`config.mk`:
```
export PLATFORM = sky130hd
export DESIGN_NAME = mux4_scan_ctrl_flat
export DESIGN_NICKNAME = d
export VERILOG_FILES = /design/src/rtl/mux4_scan_ctrl_if.sv /design/src/rtl/mux4_scan_ctrl.sv /design/src/flat_wrapper.sv
export SDC_FILE = /design/constraint.sdc
export NUM_CORES = 1
export LEC_CHECK = 0
export CAP_MARGIN = 10
export CORE_MARGIN = 5
export CORE_UTILIZATION = 30
export DETAILED_ROUTE_END_ITERATION = 6
export MAX_ROUTING_LAYER = met4
export PLACE_DENSITY = 0.52
export RECOVER_POWER = 100
export SYNTH_ARGS = -nofsm -noshare
export SYNTH_HDL_FRONTEND = slang
export SYNTH_SLANG_ARGS = --single-unit
```
`constraint.sdc`:
```
create_clock -name clk -period 2.99 [get_ports clk]
set_input_delay 0.4485 -clock clk [delete_from_list [all_inputs] [get_ports clk]]
set_output_delay 0.4485 -clock clk [all_outputs]
set_load 0.02 [all_outputs]
```
`src/rtl/mux4_scan_ctrl_if.sv`:
```
// mux4_scan_ctrl_if: scan request, mux select/sense and frame handshake bundle.
interface mux4_scan_ctrl_if;
   logic       start;
   logic       mux_out;
   logic       s0;
   logic       s1;
   logic [3:0] frame;
   logic       frame_valid;
   logic       frame_ready;
   logic       busy;
   modport master (output start, mux_out, frame_ready, input s0, s1, frame, frame_valid, busy);
   modport slave  (input start, mux_out, frame_ready, output s0, s1, frame, frame_valid, busy);
endinterface

```
`src/rtl/mux4_scan_ctrl.sv`:
```
// mux4_scan_ctrl: steps a 4:1 mux through all select codes, samples its output
// after DWELL cycles per code and presents the 4-bit frame with a valid/ready handshake.
module mux4_scan_ctrl #(
   parameter int DWELL = 2
) (
   input  logic             clk,
   input  logic             rst_n,
   mux4_scan_ctrl_if.slave  bus
);
   typedef enum logic [1:0] {IDLE, SCAN, HOLD} state_t;
   localparam logic [3:0] LAST = 4'(DWELL - 1);
   state_t     state_q, state_d;
   logic [1:0] sel_q, sel_d;
   logic [3:0] cnt_q, cnt_d;
   logic [3:0] shadow_q, shadow_d;
   logic [3:0] frame_q, frame_d;
   logic       fv_q, fv_d;
   always_comb begin
      state_d  = state_q;
      sel_d    = sel_q;
      cnt_d    = cnt_q;
      shadow_d = shadow_q;
      frame_d  = frame_q;
      fv_d     = fv_q;
      case (state_q)
         IDLE: if (bus.start) begin
            state_d = SCAN;
            sel_d   = 2'd0;
            cnt_d   = 4'd0;
         end
         SCAN: if (cnt_q == LAST) begin
            cnt_d            = 4'd0;
            shadow_d[sel_q]  = bus.mux_out;
            sel_d            = sel_q + 2'd1;
            // last code: publish the frame without wrapping to a fifth sample
            if (sel_q == 2'd3) begin
               frame_d = {bus.mux_out, shadow_q[2:0]};
               fv_d    = 1'b1;
               state_d = HOLD;
               sel_d   = 2'd0;
            end
         end else begin
            cnt_d = cnt_q + 4'd1;
         end
         HOLD: if (bus.frame_ready) begin
            fv_d    = 1'b0;
            state_d = bus.start ? SCAN : IDLE;
            sel_d   = 2'd0;
            cnt_d   = 4'd0;
         end
         default: state_d = IDLE;
      endcase
   end
   always_ff @(posedge clk or negedge rst_n) begin
      if (!rst_n) begin
         state_q  <= IDLE;
         sel_q    <= 2'd0;
         cnt_q    <= 4'd0;
         shadow_q <= 4'd0;
         frame_q  <= 4'd0;
         fv_q     <= 1'b0;
      end else begin
         state_q  <= state_d;
         sel_q    <= sel_d;
         cnt_q    <= cnt_d;
         shadow_q <= shadow_d;
         frame_q  <= frame_d;
         fv_q     <= fv_d;
      end
   end
   assign bus.s0          = sel_q[0];
   assign bus.s1          = sel_q[1];
   assign bus.frame       = frame_q;
   assign bus.frame_valid = fv_q;
   assign bus.busy        = state_q != IDLE;
endmodule

```
`src/flat_wrapper.sv`:
```
// flat-port wrapper written by rule: the top's interface ports become plain ports
module mux4_scan_ctrl_flat 
#(
   parameter int DWELL = 2
)
  (clk, rst_n, bus_start, bus_mux_out, bus_frame_ready, bus_s0, bus_s1, bus_frame, bus_frame_valid, bus_busy);
  mux4_scan_ctrl_if bus_i ();
  input  logic clk;
  input  logic rst_n;
  input wire logic [$bits(bus_i.start)-1:0] bus_start;
  input wire logic [$bits(bus_i.mux_out)-1:0] bus_mux_out;
  input wire logic [$bits(bus_i.frame_ready)-1:0] bus_frame_ready;
  output wire logic [$bits(bus_i.s0)-1:0] bus_s0;
  output wire logic [$bits(bus_i.s1)-1:0] bus_s1;
  output wire logic [$bits(bus_i.frame)-1:0] bus_frame;
  output wire logic [$bits(bus_i.frame_valid)-1:0] bus_frame_valid;
  output wire logic [$bits(bus_i.busy)-1:0] bus_busy;
  assign bus_i.start = bus_start;
  assign bus_i.mux_out = bus_mux_out;
  assign bus_i.frame_ready = bus_frame_ready;
  assign bus_s0 = bus_i.s0;
  assign bus_s1 = bus_i.s1;
  assign bus_frame = bus_i.frame;
  assign bus_frame_valid = bus_i.frame_valid;
  assign bus_busy = bus_i.busy;
  mux4_scan_ctrl #(.DWELL(DWELL)) u_core (.clk(clk), .rst_n(rst_n), .bus(bus_i));
endmodule
```
; Word-level counts from Yosys, hierarchy flattened
; Index checks and enable logic that the tools add are counted.
[op_classes]
n_addsub = 2
order_cmp = 2
n_eq_ne = 8
muxes = 22
reduce_logical = 11
[ops]
columns = op, count
row1 = $mux 2, 8
row2 = $mux 4, 3
row3 = $pmux 2 s3, 2
row4 = $pmux 4 s3, 1
row5 = $reduce_and 4->1, 3
row6 = $reduce_and 3->1, 2
row7 = $mux 1, 5
row8 = $add 4x1->4 const B, 1
row9 = $bwmux 4, 1
row10 = $eq 2x2->1 const B, 2
row11 = $eq 4x1->1 const B, 1
row12 = $ne 2x1->1 const B, 2
row13 = $ne 2x2->1 const B, 2
row14 = $reduce_bool 2->1, 2
row15 = $lt 2x3->1 const B, 1
row16 = $reduce_bool 3->1, 1
row17 = $add 2x1->2 const B, 1
row18 = $demux 1 s2, 1
row19 = $eq 2x1->1 const B, 1
row20 = $ge 2x1->1 const B, 1
row21 = $logic_not 2->1, 1
row22 = $pmux 1 s2, 1
row23 = $reduce_and 2->1, 1
row24 = $logic_and 1x1->1, 1
[totals]
register_bits = 17
input_bits = 5
out_inout_bits = 8

; Depth between registers and ports, before layout
; Gate-level depths: netlist of the first run.
[depth]
ltp_word = 5
depth_mapped = 5

; Worst setup path before layout of the first run
; Ideal clock, no wire load.
[synth_path]
kind = flip-flop to flip-flop
start = register u_core.sel_q[0]
end = register u_core.frame_q[3], in the netlist u_core.bus.frame[3]
setup_time_ps = 125
arrival_ps = 1538
required_time_ps = 2865
slack_ps = 1327
path_stages_with_launch = 5
path_cell_list = dfrtp_1 > ha_1 > inv_1 > nor4_4 > mux2_2
[synth_between]
elab_chain_cells = 2
[synth_rtl]
columns = item, line_no
row1 = from (decl), mux4_scan_ctrl.sv:13  ; logic [1:0] sel_q, sel_d;
row2 = from (signal assigned), mux4_scan_ctrl.sv:64  ; sel_q <= sel_d;
row3 = $eq 2x2->1, mux4_scan_ctrl.sv:36  ; if (sel_q == 2'd3) begin
row4 = $reduce_and 3->1 (no line), -
row5 = to (signal assigned), mux4_scan_ctrl.sv:67  ; frame_q <= frame_d;
row6 = to (decl), mux4_scan_ctrl.sv:16  ; logic [3:0] frame_q, frame_d;
; No other way between the ends.
; A chain may end at the register's enable or synchronous reset.

; Worst setup path after layout of the first run
[layout_path]
start = register u_core.cnt_q[1]
end = register u_core.frame_q[0], in the netlist u_core.bus.frame[0]
[layout_between]
elab_chain_cells = 2
[layout_rtl]
columns = item, line_no
row1 = from (decl), mux4_scan_ctrl.sv:14  ; logic [3:0] cnt_q, cnt_d;
row2 = from (signal assigned), mux4_scan_ctrl.sv:65  ; cnt_q <= cnt_d;
row3 = $eq 4x1->1, mux4_scan_ctrl.sv:31  ; SCAN: if (cnt_q == LAST) begin
row4 = $reduce_and 3->1 (no line), -
; No other way between the ends.

==> results of run 1 <==
[registers in the layout (all words and copies together), names as in the netlist]
signal,flops
u_core.state_q,2
u_core.bus.frame,4
u_core.cnt_q,4
u_core.sel_q,2
u_core.shadow_q,3
u_core.bus.frame_valid,1
[cells by family (layout without fill, tap and decap cells)]
group,Yosys count,in the layout
flip-flops,16,16
multiplexers,7,7
buffers and inverters,5,21
AO/OA/AOI/OAI,10,10
XOR/XNOR,1,1
adder cells (fa/ha/maj),6,6
AND/OR/NAND/NOR,23,23
[layer usage]
metal / share of wire / routed length [um] / vias up
li1: - / - / 275
met1: 0.45 / 720 / 272
met2: 0.50 / 806 / 10
met3: 0.042 / 68 / 2
met4: 0.0044 / 7 / 0
met5: 0 / 0 / -
[power groups by stage]
stage                     logic, uW  registers [uW]  clock network [uW]
final                           405             383                 144
after global routing            452             402                 163
after CTS                       443             396                 153
after detailed placement        440             400                   0
after global placement          432             396                   0
after floorplan                 256             425                   0
[stage by stage]
stage | instances | worst slack (ns) | hold slack [ns] | cell area [um2] | total power (uW)
2_1_floorplan | 68 | 1.33 | 0.153 | 825 | 681
3_3_place_gp | 111 | 1.28 | 0.472 | 983 | 828
3_5_place_dp | 111 | 1.24 | 0.477 | 983 | 841
4_1_cts | 115 | 0.943 | 0.500 | 1020 | 993
5_1_grt | 115 | 0.486 | 0.522 | 993 | 1020
6_report | 115 | 0.762 | 0.490 | 993 | 932
[cell usage in the layout (no fill, tap or decap), drive strengths merged, types with 2 or more instances in the layout]
cell type / count
dfrtp: 16
dlygate4sd3: 10
mux2: 7
ha: 6
inv: 5
nand3: 5
nor3: 4
clkbuf: 4
a21o: 4
a22o: 3
nor2b: 2
nand2b: 2
nor2: 2
clkdlybuf4s50: 2
[Yosys cell counts, types with 2 or more instances]
| library cell | number |
|---|---|
| nand3_1 | 5 |
| nand2b_1 | 2 |
| ha_1 | 6 |
| nor2_1 | 2 |
| mux2_2 | 7 |
| a21o_1 | 2 |
| a21o_2 | 2 |
| a22o_1 | 2 |
| inv_1 | 5 |
| nor2b_1 | 2 |
| dfrtp_1 | 16 |
| nor3_1 | 4 |
[worst paths after layout]
path | end | slack [ns] | startpoint
worst min-delay path | u_core.bus.frame_valid | 0.49 | u_core.bus.frame_valid
min in group asynchronous | u_core.cnt_q[1] | 0.66 | rst_n
worst max-delay path | u_core.bus.frame[0] | 0.76 | u_core.cnt_q[1]
worst max register to register | u_core.bus.frame[0] | 0.76 | u_core.cnt_q[1]
worst min register to register | u_core.bus.frame_valid | 0.49 | u_core.bus.frame_valid
max in group asynchronous | u_core.bus.frame_valid | 1.85 | rst_n
[final cells by class]
class	instances	share of cell area
Clock buffer	4	0.0365
Inverter	5	0.0189
Multi-Input combinational cell	47	0.382
Sequential cell	16	0.403
Tap cell	31	0.0390
Timing Repair Buffer	12	0.121
==> flow_metrics.env, run 1 <==
export IMPL_initial_core_util=0.307
export IMPL_critPathSlowestCell="nor4_1"
export IMPL_synth_nets=79
export IMPL_hold_buffers=0
export IMPL_swShare=0.369
export IMPL_clk_latency_ns=0.29
export IMPL_cts_resized=0
export IMPL_grt_use_total=0.0995
export IMPL_wl_per_cell_um=13.9
export IMPL_vias=559
export IMPL_skew_ns=0.00344
export IMPL_grt_max_degree=17
export IMPL_ant_nets=0
export IMPL_met1_usage=0.107
export IMPL_fill_cells=276
export IMPL_synth_flop_cell="dfrtp_1"
export IMPL_grtUsageMet2=0.168
export IMPL_worstPathRequired_ns=3.17
export IMPL_p_switching_uw=344
export IMPL_end_kind="flop"
export IMPL_outcome="finished, final reports clean"
export IMPL_power_frac_clock=0.155
export IMPL_core_area_um2=2690
export IMPL_syn_area_um2=825
export IMPL_path_buf_inv=1
export IMPL_synth_seq_area_share=0.486
export IMPL_hold_violations=0
export IMPL_firstDrtPassIters=4
export IMPL_fmax_mhz=449
export IMPL_cpLargestDelayFamily="simple AND/OR/NAND/NOR gates"
export IMPL_finalCriticalPeriod_ns=2.23
export IMPL_pwr_share_seq=0.411
export IMPL_power_leakage_uw=0.000470
export IMPL_synth_simple_area_share=0.190
export IMPL_avgSynthCellArea_um2=12.1
export IMPL_grt_overflow=0
export IMPL_yosys_warnings=0
export IMPL_synthAdderAreaFrac=0.0910
export IMPL_die_h_um=62.4
export IMPL_p_int_uw=588
export IMPL_dr_first_iter_drc_count=9
export IMPL_async_flop_share=1.00
export IMPL_finalSetupViolCount=0
export IMPL_synth_cell_types=25
export IMPL_slew_headroom=0.227
export IMPL_cts_buffers=3
export IMPL_clockBufferDepth=2
export IMPL_drv_cap=0
export IMPL_layout_area_seq_um2=400
export IMPL_post_route_period_util=0.745
export IMPL_fp_row_count=19
export IMPL_ff2ff_path_depth=5
export IMPL_avgViaCountPerCell=4.86
export IMPL_io_pins=13
export IMPL_cts_setup_buffers=0
export IMPL_synth_xor_area_frac=0.0106
export IMPL_worst_pin_slew_ns=1.15
export IMPL_crit_cells=5
export IMPL_hpwlAfterDp_um=1220
export IMPL_synth_top_family_by_area="simple AND/OR/NAND/NOR gates"
export IMPL_slowest_delay_ns=0.94
export IMPL_fp_dieArea_um2=3900
export IMPL_drc=0
export IMPL_antenna_cells=0
export IMPL_synthTopCellsByArea="dfrtp_1 49%, mux2_2 9.6%, ha_1 9.1%"
export IMPL_final_util=0.370
export IMPL_startpoint_type="flop"
export IMPL_drv_slew=0
export IMPL_grt_pass1_vias=659
export IMPL_antenna_found_initial=0
export IMPL_die_w_um=62.4
export IMPL_synth_seq_cells=16
export IMPL_use_met3=0.0378
export IMPL_synth_edf_count=0
export IMPL_setup_tns_final_ns=0
export IMPL_htree_levels=1
export IMPL_powerDensity_nw_per_um2=938
export IMPL_min_path_cells=1
export IMPL_crit_chain="inv_1 > ha_1 > nand2b_1 > nor4_1 > mux2_2"
export IMPL_worst_path_max_fanout=6
export IMPL_arrival_ns=2.41
export IMPL_syn_to_final_growth_pct=20.5
export IMPL_cts_root_buf="clkbuf_4"
export IMPL_pwr_share_comb=0.435
export IMPL_worstHoldPathType="reg -> reg"
export IMPL_rsz0062_at_grt="false"
export IMPL_multi_input_area_um2=379
export IMPL_finalNetCount=96
export IMPL_drive_above_1_share=0.190
export IMPL_irDropWorstVdd_mv=0.423
export IMPL_muxShareOfSynthArea=0.0956
export IMPL_synth_top_cell_by_area="dfrtp_1"
export IMPL_critPathKind="reg -> reg"
export IMPL_grt_pass1_wl_um=3010
export IMPL_path_clk_slew_ns=0.10
export IMPL_cts_sinks=16
export IMPL_gp_congestion=0.694
export IMPL_routed_wl_um=1600
export IMPL_synth_compound_area_frac=0.105
export IMPL_top_usage_layer="met2"
export IMPL_syn_inst=68
export IMPL_port_buffers=12
export IMPL_yosys_area_top_type_share=0.486
export IMPL_cts_tree="done"
Note: power is estimated with default switching activity, not from simulation.
==> run 2, diff against run 1 <==
==> constraint.sdc (replaced) <==
create_clock -name clk -period 2.1 [get_ports clk]
set_input_delay 0.315 -clock clk [delete_from_list [all_inputs] [get_ports clk]]
set_output_delay 0.315 -clock clk [all_outputs]
set_load 0.02 [all_outputs]
==> flow_metrics.env, run 2 (synthesis results as in run 1) <==
export IMPL_outcome="finished, final reports clean"
export IMPL_initial_core_util=0.307
export IMPL_io_pins=13
export IMPL_arrival_ns=1.57
export IMPL_grt_use_total=0.0859
export IMPL_die_w_um=62.4
export IMPL_fill_cells=280
export IMPL_slowest_delay_ns=0.54
export IMPL_worst_path_max_fanout=8
export IMPL_hold_buffers=0
export IMPL_drive_above_1_share=0.212
export IMPL_final_util=0.379
export IMPL_path_clk_slew_ns=0.10
export IMPL_rrSetupSlack_ns=0.38
export IMPL_routed_wl_um=1520
export IMPL_firstDrtPassIters=4
export IMPL_startpoint_type="flop"
export IMPL_finalNetCount=97
export IMPL_crit_path_start="u_core.state_q[0]"
export IMPL_grt_pass1_vias=612
export IMPL_end_kind="output pin"
export IMPL_hpwlAfterDp_um=1170
export IMPL_slew_headroom=0.621
export IMPL_wl_per_cell_um=13.1
export IMPL_irDropWorstVdd_mv=0.625
export IMPL_layout_area_seq_um2=400
export IMPL_gp_congestion=0.706
export IMPL_clockBufferDepth=2
export IMPL_r2r_end="u_core.sel_q[0]"
export IMPL_clk_latency_ns=0.29
export IMPL_cts_resized=0
export IMPL_layout_commonest_cell="dfrtp_1"
export IMPL_avgViaCountPerCell=4.79
export IMPL_core_area_um2=2690
export IMPL_ff2ff_path_depth=5
export IMPL_layout_common_cells="16 x dfrtp_1, 8 x dlygate4sd3_1, 7 x mux2_2, 6 x ha_1"
export IMPL_finalSetupViolCount=0
export IMPL_finalCriticalPeriod_ns=1.89
export IMPL_cts_tree="done"
export IMPL_ant_nets=0
export IMPL_skew_ns=0.00535
export IMPL_fp_row_count=19
export IMPL_fmax_mhz=530
export IMPL_critPathKind="reg -> out"
export IMPL_cts_setup_buffers=0
export IMPL_worst_pin_slew_ns=0.566
export IMPL_drv_slew=0
export IMPL_cp_endpoint="bus_busy"
export IMPL_drc=0
export IMPL_vias=556
export IMPL_port_buffers=12
export IMPL_critPathSlowestCell="clkdlybuf4s50_1"
export IMPL_worstHoldPathType="in -> async"
export IMPL_multi_input_area_um2=399
export IMPL_powerDensity_nw_per_um2=1330
export IMPL_dr_first_iter_drc_count=2
export IMPL_grt_overflow=0
export IMPL_antenna_cells=0
export IMPL_cts_buffers=3
export IMPL_power_leakage_uw=0.000477
export IMPL_crit_chain="or2_2 > clkdlybuf4s50_1"
export IMPL_dp_slack_ns=0.384
export IMPL_cts_sinks=16
export IMPL_syn_to_final_growth_pct=23.4
export IMPL_cts_root_buf="clkbuf_4"
export IMPL_final_setup_worst_slack_ns=0.213
export IMPL_grt_max_degree=10
export IMPL_hold_violations=0
export IMPL_worstPathRequired_ns=1.78
export IMPL_rsz0062_at_grt="false"
export IMPL_drv_cap=0
export IMPL_grt_pass1_wl_um=2730
export IMPL_die_h_um=62.4
export IMPL_fp_dieArea_um2=3900
export IMPL_rr_startpoint="u_core.cnt_q[1]"
export IMPL_antenna_found_initial=0
export IMPL_post_route_period_util=0.898
export IMPL_setup_tns_final_ns=0
export IMPL_htree_levels=1
## run 2: cell types whose count changed in the layout (fill, tap and decap cells not counted)
cell             change
nor3b_2              +1
dlygate4sd3_1        -2
nor3b_1              -1
clkbuf_1             +1
clkdlybuf4s50_1      +2
nor4_1               -1
nor4_4               +1
## run 2: metrics by stage
stage	hold slack, ns	cell area (um2)	total power, uW	std cells
after floorplan	0.0194	825	970	68
after global placement	0.472	991	1180	112
after detailed placement	0.477	991	1190	112
after CTS	0.315	1030	1410	116
after global routing	0.421	1020	1460	116
final	0.374	1020	1350	116
## run 2: area by class of cell
type / count / share of cell area
timing repair buffer: 13 / 0.122
tap: 31 / 0.0381
multi-input combinational: 47 / 0.392
sequential: 16 / 0.394
clock buffer: 4 / 0.0357
inverter: 5 / 0.0185
## run 2: worst min path at each step
| stage | depth (start not counted) | endpoint | start | slack, ns |
|---|---|---|---|---|
| after floorplan | 0 | u_core.bus.frame[0] | rst_n | 0.02 |
| after detailed placement | 1 | u_core.bus.frame_valid | u_core.bus.frame_valid | 0.48 |
| after global placement | 1 | u_core.bus.frame_valid | u_core.bus.frame_valid | 0.47 |
| after CTS | 1 | u_core.cnt_q[0] | rst_n | 0.31 |
| final | 1 | u_core.cnt_q[0] | rst_n | 0.37 |
| after global routing | 1 | u_core.cnt_q[0] | rst_n | 0.42 |
## run 2: report_power, final
part           total (uW)  internal (uW)  leakage, uW  switching (uW)
sequential            551            436     0.000198             115
combinational         587            303     0.000258             284
clock                 210            106    0.0000210             105
## run 2: worst max-delay path: cells and delay by family (launching register included)
family | cells | cell delay (ns)
flops | 1 | 0.46
simple gates | 1 | 0.29
buf+inv | 1 | 0.54
## run 2: metal layers
metal | up-vias | GRT usage | routed length, um
li1 | 280 | - | -
met1 | 268 | 0.109 | 749
met2 | 6 | 0.135 | 726
met3 | 2 | 0.0180 | 35
met4 | 0 | 0.0318 | 10
met5 | - | - | 0
==> run 3, diff against run 2 <==
--- a/config.mk
+++ b/config.mk
@@ -5,6 +5,7 @@
 export SDC_FILE = /design/constraint.sdc
 export NUM_CORES = 1
 export LEC_CHECK = 0
+export ABC_AREA = 0
 export CAP_MARGIN = 10
 export CORE_MARGIN = 5
 export CORE_UTILIZATION = 30
==> results of run 3 <==
Final layout, timing and power as in run 2 (identical DEF).
